### src/rtl/mil1553_gen_pkg.sv
// Shared types and constants for the MIL-STD-1553 word generator.
package mil1553_gen_pkg;

    typedef enum logic [2:0] {
        ST_IDLE   = 3'd0,
        ST_SYNC   = 3'd1,
        ST_DATA   = 3'd2,
        ST_PARITY = 3'd3,
        ST_GAP    = 3'd4
    } gen_state_e;

    localparam int SYNC_BITS = 3;
    localparam int DATA_BITS = 16;
    localparam int WORD_BITS = 20;

    localparam int TUSER_SYNC = 0;
    localparam int TUSER_PERR = 1;
    localparam int TUSER_MERR = 2;

    // 1553 words carry odd parity over the 16 data bits.
    function automatic logic odd_parity(input logic [DATA_BITS-1:0] data);
        return ~^data;
    endfunction

endpackage

### src/rtl/mil1553_gen_fifo.sv
// Synchronous FIFO with extra-MSB pointers; the head word is presented
// straight from the storage registers so a pop consumes it on the same edge.
module mil1553_gen_fifo #(
    parameter int WIDTH = 17,
    parameter int DEPTH = 8
) (
    input  logic             clk,
    input  logic             rst_n,
    input  logic             push,
    input  logic [WIDTH-1:0] wr_data,
    input  logic             pop,
    output logic [WIDTH-1:0] rd_data,
    output logic             full,
    output logic             empty
);

    localparam int AW = $clog2(DEPTH);
    localparam logic [AW:0] PTR_ONE = (AW + 1)'(32'd1);

    if (DEPTH < 2 || (DEPTH & (DEPTH - 1)) != 0) begin : g_bad_depth
        $error("mil1553_gen_fifo: DEPTH must be a power of 2 and >= 2");
    end

    logic [AW:0]      wr_ptr_r;
    logic [AW:0]      rd_ptr_r;
    logic [WIDTH-1:0] mem_r [DEPTH];
    logic             push_ok_s;
    logic             pop_ok_s;

    assign full      = (wr_ptr_r[AW] != rd_ptr_r[AW]) && (wr_ptr_r[AW-1:0] == rd_ptr_r[AW-1:0]);
    assign empty     = (wr_ptr_r == rd_ptr_r);
    assign push_ok_s = push && !full;
    assign pop_ok_s  = pop && !empty;
    assign rd_data   = mem_r[rd_ptr_r[AW-1:0]];

    // Pointer update; reset flushes the queue.
    always_ff @(posedge clk) begin
        if (!rst_n) begin
            wr_ptr_r <= '0;
            rd_ptr_r <= '0;
        end else begin
            if (push_ok_s) begin
                wr_ptr_r <= wr_ptr_r + PTR_ONE;
            end
            if (pop_ok_s) begin
                rd_ptr_r <= rd_ptr_r + PTR_ONE;
            end
        end
    end

    // Storage write.
    always_ff @(posedge clk) begin
        if (push_ok_s) begin
            mem_r[wr_ptr_r[AW-1:0]] <= wr_data;
        end
    end

endmodule

### src/rtl/mil1553_word_gen.sv
// MIL-STD-1553 Manchester II word generator with stream input and FIFO.
// Optional error injection is enabled by defining MIL1553_GEN_ERR_INJECT_EN.
module mil1553_word_gen
    import mil1553_gen_pkg::*;
#(
    parameter int CLOCK_SPEED = 50000000,
    parameter int BIT_RATE    = 1000000,
    parameter int FIFO_DEPTH  = 8
) (
    input  logic        aclk,
    input  logic        arstn,
    input  logic [15:0] s_axis_tdata,
    input  logic [2:0]  s_axis_tuser,
    input  logic        s_axis_tvalid,
    output logic        s_axis_tready,
    input  logic [7:0]  gap_bits,
    output logic        tx0_1553,
    output logic        tx1_1553,
    output logic        en_tx_1553,
    output logic        busy,
    output logic        word_done
);

    localparam int HALF = CLOCK_SPEED / (2 * BIT_RATE);
    localparam int HCW  = (HALF < 2) ? 1 : $clog2(HALF);
    localparam logic [HCW-1:0] HALF_LAST = HCW'(HALF - 1);
    localparam logic [HCW-1:0] HC_ONE    = HCW'(32'd1);
    localparam logic [7:0]     SYNC_LAST = 8'(SYNC_BITS - 1);
    localparam logic [7:0]     DATA_LAST = 8'(DATA_BITS - 1);

    if (HALF < 2 || (CLOCK_SPEED % (2 * BIT_RATE)) != 0) begin : g_bad_rate
        $error("mil1553_word_gen: CLOCK_SPEED/(2*BIT_RATE) must be an integer >= 2");
    end

`ifdef MIL1553_GEN_ERR_INJECT_EN
    localparam int FW = DATA_BITS + 3;
`else
    localparam int FW = DATA_BITS + 1;
`endif

    logic [FW-1:0]        fifo_wr_s;
    logic [FW-1:0]        fifo_rd_s;
    logic                 fifo_full_s;
    logic                 fifo_empty_s;
    logic                 push_s;
    logic                 take_s;
    logic [DATA_BITS-1:0] head_data_s;
    logic                 head_cmd_s;
    logic                 head_perr_s;
    logic                 head_merr_s;

`ifdef MIL1553_GEN_ERR_INJECT_EN
    assign fifo_wr_s   = {s_axis_tuser[TUSER_MERR], s_axis_tuser[TUSER_PERR],
                          s_axis_tuser[TUSER_SYNC], s_axis_tdata};
    assign head_perr_s = fifo_rd_s[DATA_BITS+1];
    assign head_merr_s = fifo_rd_s[DATA_BITS+2];
`else
    logic unused_tuser_s;
    assign unused_tuser_s = ^s_axis_tuser[2:1];
    assign fifo_wr_s   = {s_axis_tuser[TUSER_SYNC], s_axis_tdata};
    assign head_perr_s = 1'b0;
    assign head_merr_s = 1'b0;
`endif

    assign head_data_s = fifo_rd_s[DATA_BITS-1:0];
    assign head_cmd_s  = fifo_rd_s[DATA_BITS];

    logic ready_r;
    assign s_axis_tready = ready_r && !fifo_full_s;
    assign push_s        = s_axis_tvalid && s_axis_tready;

    mil1553_gen_fifo #(
        .WIDTH (FW),
        .DEPTH (FIFO_DEPTH)
    ) u_fifo (
        .clk     (aclk),
        .rst_n   (arstn),
        .push    (push_s),
        .wr_data (fifo_wr_s),
        .pop     (take_s),
        .rd_data (fifo_rd_s),
        .full    (fifo_full_s),
        .empty   (fifo_empty_s)
    );

    gen_state_e           state_r,    state_n;
    logic [HCW-1:0]       half_cnt_r, half_cnt_n;
    logic                 h_r,        h_n;
    logic [7:0]           bit_cnt_r,  bit_cnt_n;
    logic [DATA_BITS-1:0] shift_r,    shift_n;
    logic                 cmd_r,      cmd_n;
    logic                 par_r,      par_n;
    logic                 merr_r,     merr_n;
    logic [7:0]           gap_r,      gap_n;
    logic                 half_end_s;
    logic                 bit_end_s;
    logic                 en_s;
    logic                 tx_s;
    logic                 done_s;
    logic                 sync_first_s;

    logic tx0_r, tx1_r, en_r, busy_r, done_r;

    assign half_end_s   = (half_cnt_r == HALF_LAST);
    assign bit_end_s    = half_end_s && h_r;
    assign sync_first_s = (bit_cnt_r == 8'd0) || ((bit_cnt_r == 8'd1) && !h_r);

    // Next-state, timing counters and line level for the current half-bit.
    always_comb begin
        state_n    = state_r;
        half_cnt_n = half_cnt_r;
        h_n        = h_r;
        bit_cnt_n  = bit_cnt_r;
        shift_n    = shift_r;
        cmd_n      = cmd_r;
        par_n      = par_r;
        merr_n     = merr_r;
        gap_n      = gap_r;
        take_s     = 1'b0;
        en_s       = 1'b0;
        tx_s       = 1'b0;
        done_s     = 1'b0;

        if (state_r != ST_IDLE) begin
            half_cnt_n = half_end_s ? '0 : (half_cnt_r + HC_ONE);
            h_n        = h_r ^ half_end_s;
            bit_cnt_n  = bit_end_s ? (bit_cnt_r + 8'd1) : bit_cnt_r;
        end else begin
            half_cnt_n = '0;
            h_n        = 1'b0;
            bit_cnt_n  = 8'd0;
        end

        case (state_r)
            ST_IDLE: begin
                take_s = !fifo_empty_s;
            end
            ST_SYNC: begin
                en_s = 1'b1;
                tx_s = cmd_r ? sync_first_s : !sync_first_s;
                if (bit_end_s && (bit_cnt_r == SYNC_LAST)) begin
                    state_n   = ST_DATA;
                    bit_cnt_n = 8'd0;
                end else begin
                    state_n = ST_SYNC;
                end
            end
            ST_DATA: begin
                en_s = 1'b1;
                // A corrupted final bit keeps its second-half level throughout.
                if (merr_r && (bit_cnt_r == DATA_LAST)) begin
                    tx_s = !shift_r[DATA_BITS-1];
                end else begin
                    tx_s = shift_r[DATA_BITS-1] ^ h_r;
                end
                if (bit_end_s) begin
                    shift_n = {shift_r[DATA_BITS-2:0], 1'b0};
                end else begin
                    shift_n = shift_r;
                end
                if (bit_end_s && (bit_cnt_r == DATA_LAST)) begin
                    state_n   = ST_PARITY;
                    bit_cnt_n = 8'd0;
                end else begin
                    state_n = ST_DATA;
                end
            end
            ST_PARITY: begin
                en_s = 1'b1;
                tx_s = par_r ^ h_r;
                if (bit_end_s) begin
                    done_s = 1'b1;
                    gap_n  = gap_bits;
                    if (gap_bits == 8'd0) begin
                        take_s  = !fifo_empty_s;
                        state_n = ST_IDLE;
                    end else begin
                        state_n   = ST_GAP;
                        bit_cnt_n = 8'd0;
                    end
                end else begin
                    state_n = ST_PARITY;
                end
            end
            ST_GAP: begin
                if (bit_end_s && (bit_cnt_r == (gap_r - 8'd1))) begin
                    take_s  = !fifo_empty_s;
                    state_n = ST_IDLE;
                end else begin
                    state_n = ST_GAP;
                end
            end
            default: begin
                state_n = ST_IDLE;
            end
        endcase

        // Starting a word overrides whatever the state decided above.
        if (take_s) begin
            state_n   = ST_SYNC;
            bit_cnt_n = 8'd0;
            shift_n   = head_data_s;
            cmd_n     = head_cmd_s;
            par_n     = head_perr_s ? !odd_parity(head_data_s) : odd_parity(head_data_s);
            merr_n    = head_merr_s;
        end else begin
            merr_n = merr_n;
        end
    end

    // State, datapath and registered line outputs.
    always_ff @(posedge aclk) begin
        if (!arstn) begin
            state_r    <= ST_IDLE;
            half_cnt_r <= '0;
            h_r        <= 1'b0;
            bit_cnt_r  <= 8'd0;
            shift_r    <= '0;
            cmd_r      <= 1'b0;
            par_r      <= 1'b0;
            merr_r     <= 1'b0;
            gap_r      <= 8'd0;
            ready_r    <= 1'b0;
            tx0_r      <= 1'b0;
            tx1_r      <= 1'b0;
            en_r       <= 1'b0;
            busy_r     <= 1'b0;
            done_r     <= 1'b0;
        end else begin
            state_r    <= state_n;
            half_cnt_r <= half_cnt_n;
            h_r        <= h_n;
            bit_cnt_r  <= bit_cnt_n;
            shift_r    <= shift_n;
            cmd_r      <= cmd_n;
            par_r      <= par_n;
            merr_r     <= merr_n;
            gap_r      <= gap_n;
            ready_r    <= 1'b1;
            tx0_r      <= en_s && tx_s;
            tx1_r      <= en_s && !tx_s;
            en_r       <= en_s;
            busy_r     <= (state_r != ST_IDLE) || !fifo_empty_s;
            done_r     <= done_s;
        end
    end

    assign tx0_1553   = tx0_r;
    assign tx1_1553   = tx1_r;
    assign en_tx_1553 = en_r;
    assign busy       = busy_r;
    assign word_done  = done_r;

endmodule
### config.mk
export PLATFORM = sky130hd
export DESIGN_NAME = mil1553_word_gen
export DESIGN_NICKNAME = d
export VERILOG_FILES = /design/src/rtl/mil1553_gen_pkg.sv /design/src/rtl/mil1553_gen_fifo.sv /design/src/rtl/mil1553_word_gen.sv
export SDC_FILE = /design/constraint.sdc
export NUM_CORES = 1
export LEC_CHECK = 0
export CAP_MARGIN = 10
export CORE_MARGIN = 3
export CORE_UTILIZATION = 48
export DETAILED_ROUTE_END_ITERATION = 8
export DONT_BUFFER_PORTS = 1
export MAX_ROUTING_LAYER = met4
export PLACE_DENSITY = 0.65
export SYNTH_ARGS = -nofsm -noshare
export SYNTH_HDL_FRONTEND = slang
export SYNTH_SLANG_ARGS = --single-unit
### constraint.sdc
create_clock -name aclk -period 2.9 [get_ports aclk]
set_input_delay 0.58 -clock aclk [delete_from_list [all_inputs] [get_ports aclk]]
set_output_delay 0.58 -clock aclk [all_outputs]
set_load 0.02 [all_outputs]
==> impl_metrics.json <==
{
  "cts_tree": "built",
  "start_kind": "register",
  "clk_latency_ns": 0.43,
  "grt_antenna_before_repair": 0,
  "n_antenna_cell": 0,
  "via_count": 4676,
  "finalNetCount": 639,
  "wl_mm": 15.9,
  "synth-async-reset-ratio_pct": 0,
  "critPathKind": "reg2reg",
  "ant_nets": 0,
  "die_area_um2": 18700,
  "ys_seq_area_share_pct": 64.5,
  "slew_violations": 0,
  "hold_viol_final": 0,
  "gp_congestion": 0.849,
  "ir_worst_vdd_mv": 0.570,
  "crit_path_max_incr_delay_ns": 0.43,
  "post-route-period-util_pct": 91.6,
  "dp_hpwl_mm": 9.87,
  "critPathLaunch": "gap_r[0]$_SDFFE_PN0P_",
  "reg2reg_from": "gap_r[0]$_SDFFE_PN0P_",
  "multi_input_area_um2": 2680,
  "worstPathRequired_ns": 3.26,
  "h-tree-depth": 4,
  "status": "finished, final reports clean",
  "cts_buffer_depth": 2,
  "mappedNetlistNets": 625,
  "first_pass_iters": 5,
  "total_power_mw": 7.32,
  "yosys_warnings": 0,
  "synth-edff-count": 136,
  "via_per_inst": 5.62,
  "worst_slack_ns": 0.244,
  "fmax_ghz": 0.376,
  "syn_avg_cell_area_um2": 14.0,
  "cts_setup_buffers": 0,
  "holdCritPathClass": "in2reg",
  "worstMarginPinSlew_ns": 0.512,
  "die_w_um": 137,
  "synth_area_um2": 8190,
  "port_buffers": 0,
  "hold_buffers": 0,
  "period_minus_slack_ns": 2.66,
  "final_cell_mix": "136 x edfxtp_1, 59 x dfxtp_1, 51 x nor2_1, 49 x mux2i_1, 35 x a21oi_1",
  "fillers": 1345,
  "pre_cts_slack_ns": 0.264,
  "setup_viol": 0,
  "power.leakage_nw": 3.09,
  "path_clk_slew_ns": 0.07,
  "drive_gt1_share_pct": 14.4,
  "num_rows": 47,
  "rsz0062_at_grt": "no",
  "grt_pass1_vias": 4801,
  "end_kind": "register",
  "cts_num_sinks": 196,
  "synth_flop_cell": "edfxtp_1",
  "regArea_um2": 5290,
  "hold_slack_ns": 0.175,
  "layout_commonest_cell": "edfxtp_1",
  "power_density_nw_per_um2": 805,
  "grt_pass1_wl_mm": 25.3,
  "cp.arrival_ns": 3.02,
  "area.growth.synth_to_final_pct": 11.0,
  "syn_inst": 585,
  "cp_max_fo": 20,
  "track_usage_pct": 18.8,
  "synth_seq_cells": 196,
  "ctsResizeCount": 0,
  "first_iter_violations": 319,
  "fin_skew_ns": 0.00986,
  "core_um2": 16600,
  "slew_headroom_pct": 65.9,
  "num_io_pins": 36,
  "wl_per_cell_um": 19.1,
  "cts_made_buffers": 17,
  "cp_cell_sequence": "inv_1, ha_1, and2_1, a211o_1, a31oi_1, nor3_1, o31ai_2, a21o_1, buf_12, mux2_1, nor2_1",
  "root_buffer": "clkbuf_16",
  "post-route-drc-count": 0,
  "initial_core_util_pct": 49.2,
  "grt_max_degree": 32,
  "overflow": 0,
  "die_h_um": 137,
  "synth_cell_types": 49,
  "maxCapViolCount": 0,
  "hp-start": "arstn",
  "crit_slowest_cell": "dfxtp_1"
}
## report_power, final
group          internal [mW]  switching [mW]  total [mW]
clock                   1.23            1.11        2.34
sequential              3.14           0.138        3.28
combinational          0.876           0.820        1.70
## cell families (layout without fill, tap and decap cells)
| family | after synthesis | in the layout | share of synthesized area, % |
|---|---|---|---|
| AOI/OAI and AO/OA | 74 | 74 | 5.48 |
| xor gates and xnor gates | 45 | 45 | 4.90 |
| adders and majority gates | 10 | 10 | 1.53 |
| buffers and inverters | 41 | 68 | 2.92 |
| DFF | 196 | 196 | 64.5 |
| muxes | 79 | 79 | 12.6 |
| and+or+nand+nor | 140 | 140 | 8.05 |
## Yosys cell counts (all sizes together) (3+ instances only)
library cell  number  area share, %
nand2             34            1.6
dfxtp             60             15
nand2b             4           0.31
xnor2             25            2.7
edfxtp           136             50
buf               16            1.8
a21oi             36            2.2
mux4              18            4.9
mux2i             49            6.0
nand4              3           0.23
ha                10            1.5
nor4               6           0.53
or3                3           0.23
inv               10           0.46
mux2              12            1.6
nand3             11           0.67
xor2              20            2.2
nor4b              3           0.32
o22ai             16            1.2
o21ai              8           0.49
and2               4           0.31
nor2              52            2.4
a2bb2oi            3           0.32
clkbuf            13           0.60
nor3              12           0.73
## worst max-delay path, delay by kind of cell, from the launching register on
| kind | cells | cell delay [ns] |
|---|---|---|
| compound gates | 4 | 0.92 |
| flops | 1 | 0.43 |
| simple gates | 3 | 0.35 |
| mux | 1 | 0.34 |
| buf+inv | 2 | 0.28 |
| fa+ha+maj | 1 | 0.26 |
## state kept, by name, summed over array words and instances (netlist names), named ones only
signal and count:
bit_cnt_r 8, busy 1, h_r 1, shift_r 16, half_cnt_r 5, par_r 1
u_fifo.rd_ptr_r 4, word_done 1, u_fifo.mem_r 136, u_fifo.wr_ptr_r 4, ready_r 1, tx1_1553 1
state_r 3, gap_r 8, cmd_r 1, tx0_1553 1, en_tx_1553 1
## final cells by class
type | instances | area share (%)
clock inverter | 14 | 1.75
clock buffer | 18 | 4.72
sequential | 196 | 58.1
tap | 220 | 3.03
timing repair buffer | 24 | 2.39
multi-input combinational | 348 | 29.5
inverter | 12 | 0.495
## metal layers
metal | wire [um] | vias to the layer above | global-route usage [%] | part of all wire, %
li1 | - | 2194 | - | -
met1 | 6510 | 2334 | 22.5 | 41
met2 | 8180 | 127 | 30.7 | 52
met3 | 872 | 21 | 5.26 | 5.5
met4 | 303 | 0 | 6.44 | 1.9
met5 | 0 | - | - | 0
## per-stage QoR
step | instances | util, % | setup TNS (ns) | area (um2)
floorplan | 585 | - | -10.69 | 8190
global placement | 800 | 51.1 | 0 | 8500
detailed placement | 800 | 51.1 | 0 | 8500
CTS | 832 | 54.6 | 0 | 9090
global route | 832 | 54.6 | 0 | 9090
finish | 832 | 54.6 | 0 | 9090
## path summary, 6_finish.rpt
kind | to | slack, ns | depth (start not counted)
hold / removal | ready_r$_DFF_P_ | 0.18 | 0
hold reg to reg | half_cnt_r[0]$_SDFF_PP0_ | 0.47 | 1
setup / recovery | shift_r[8]$_SDFFE_PN0P_ | 0.24 | 11
setup reg to reg | shift_r[8]$_SDFFE_PN0P_ | 0.24 | 11
Note: power is estimated with default switching activity, not from simulation.
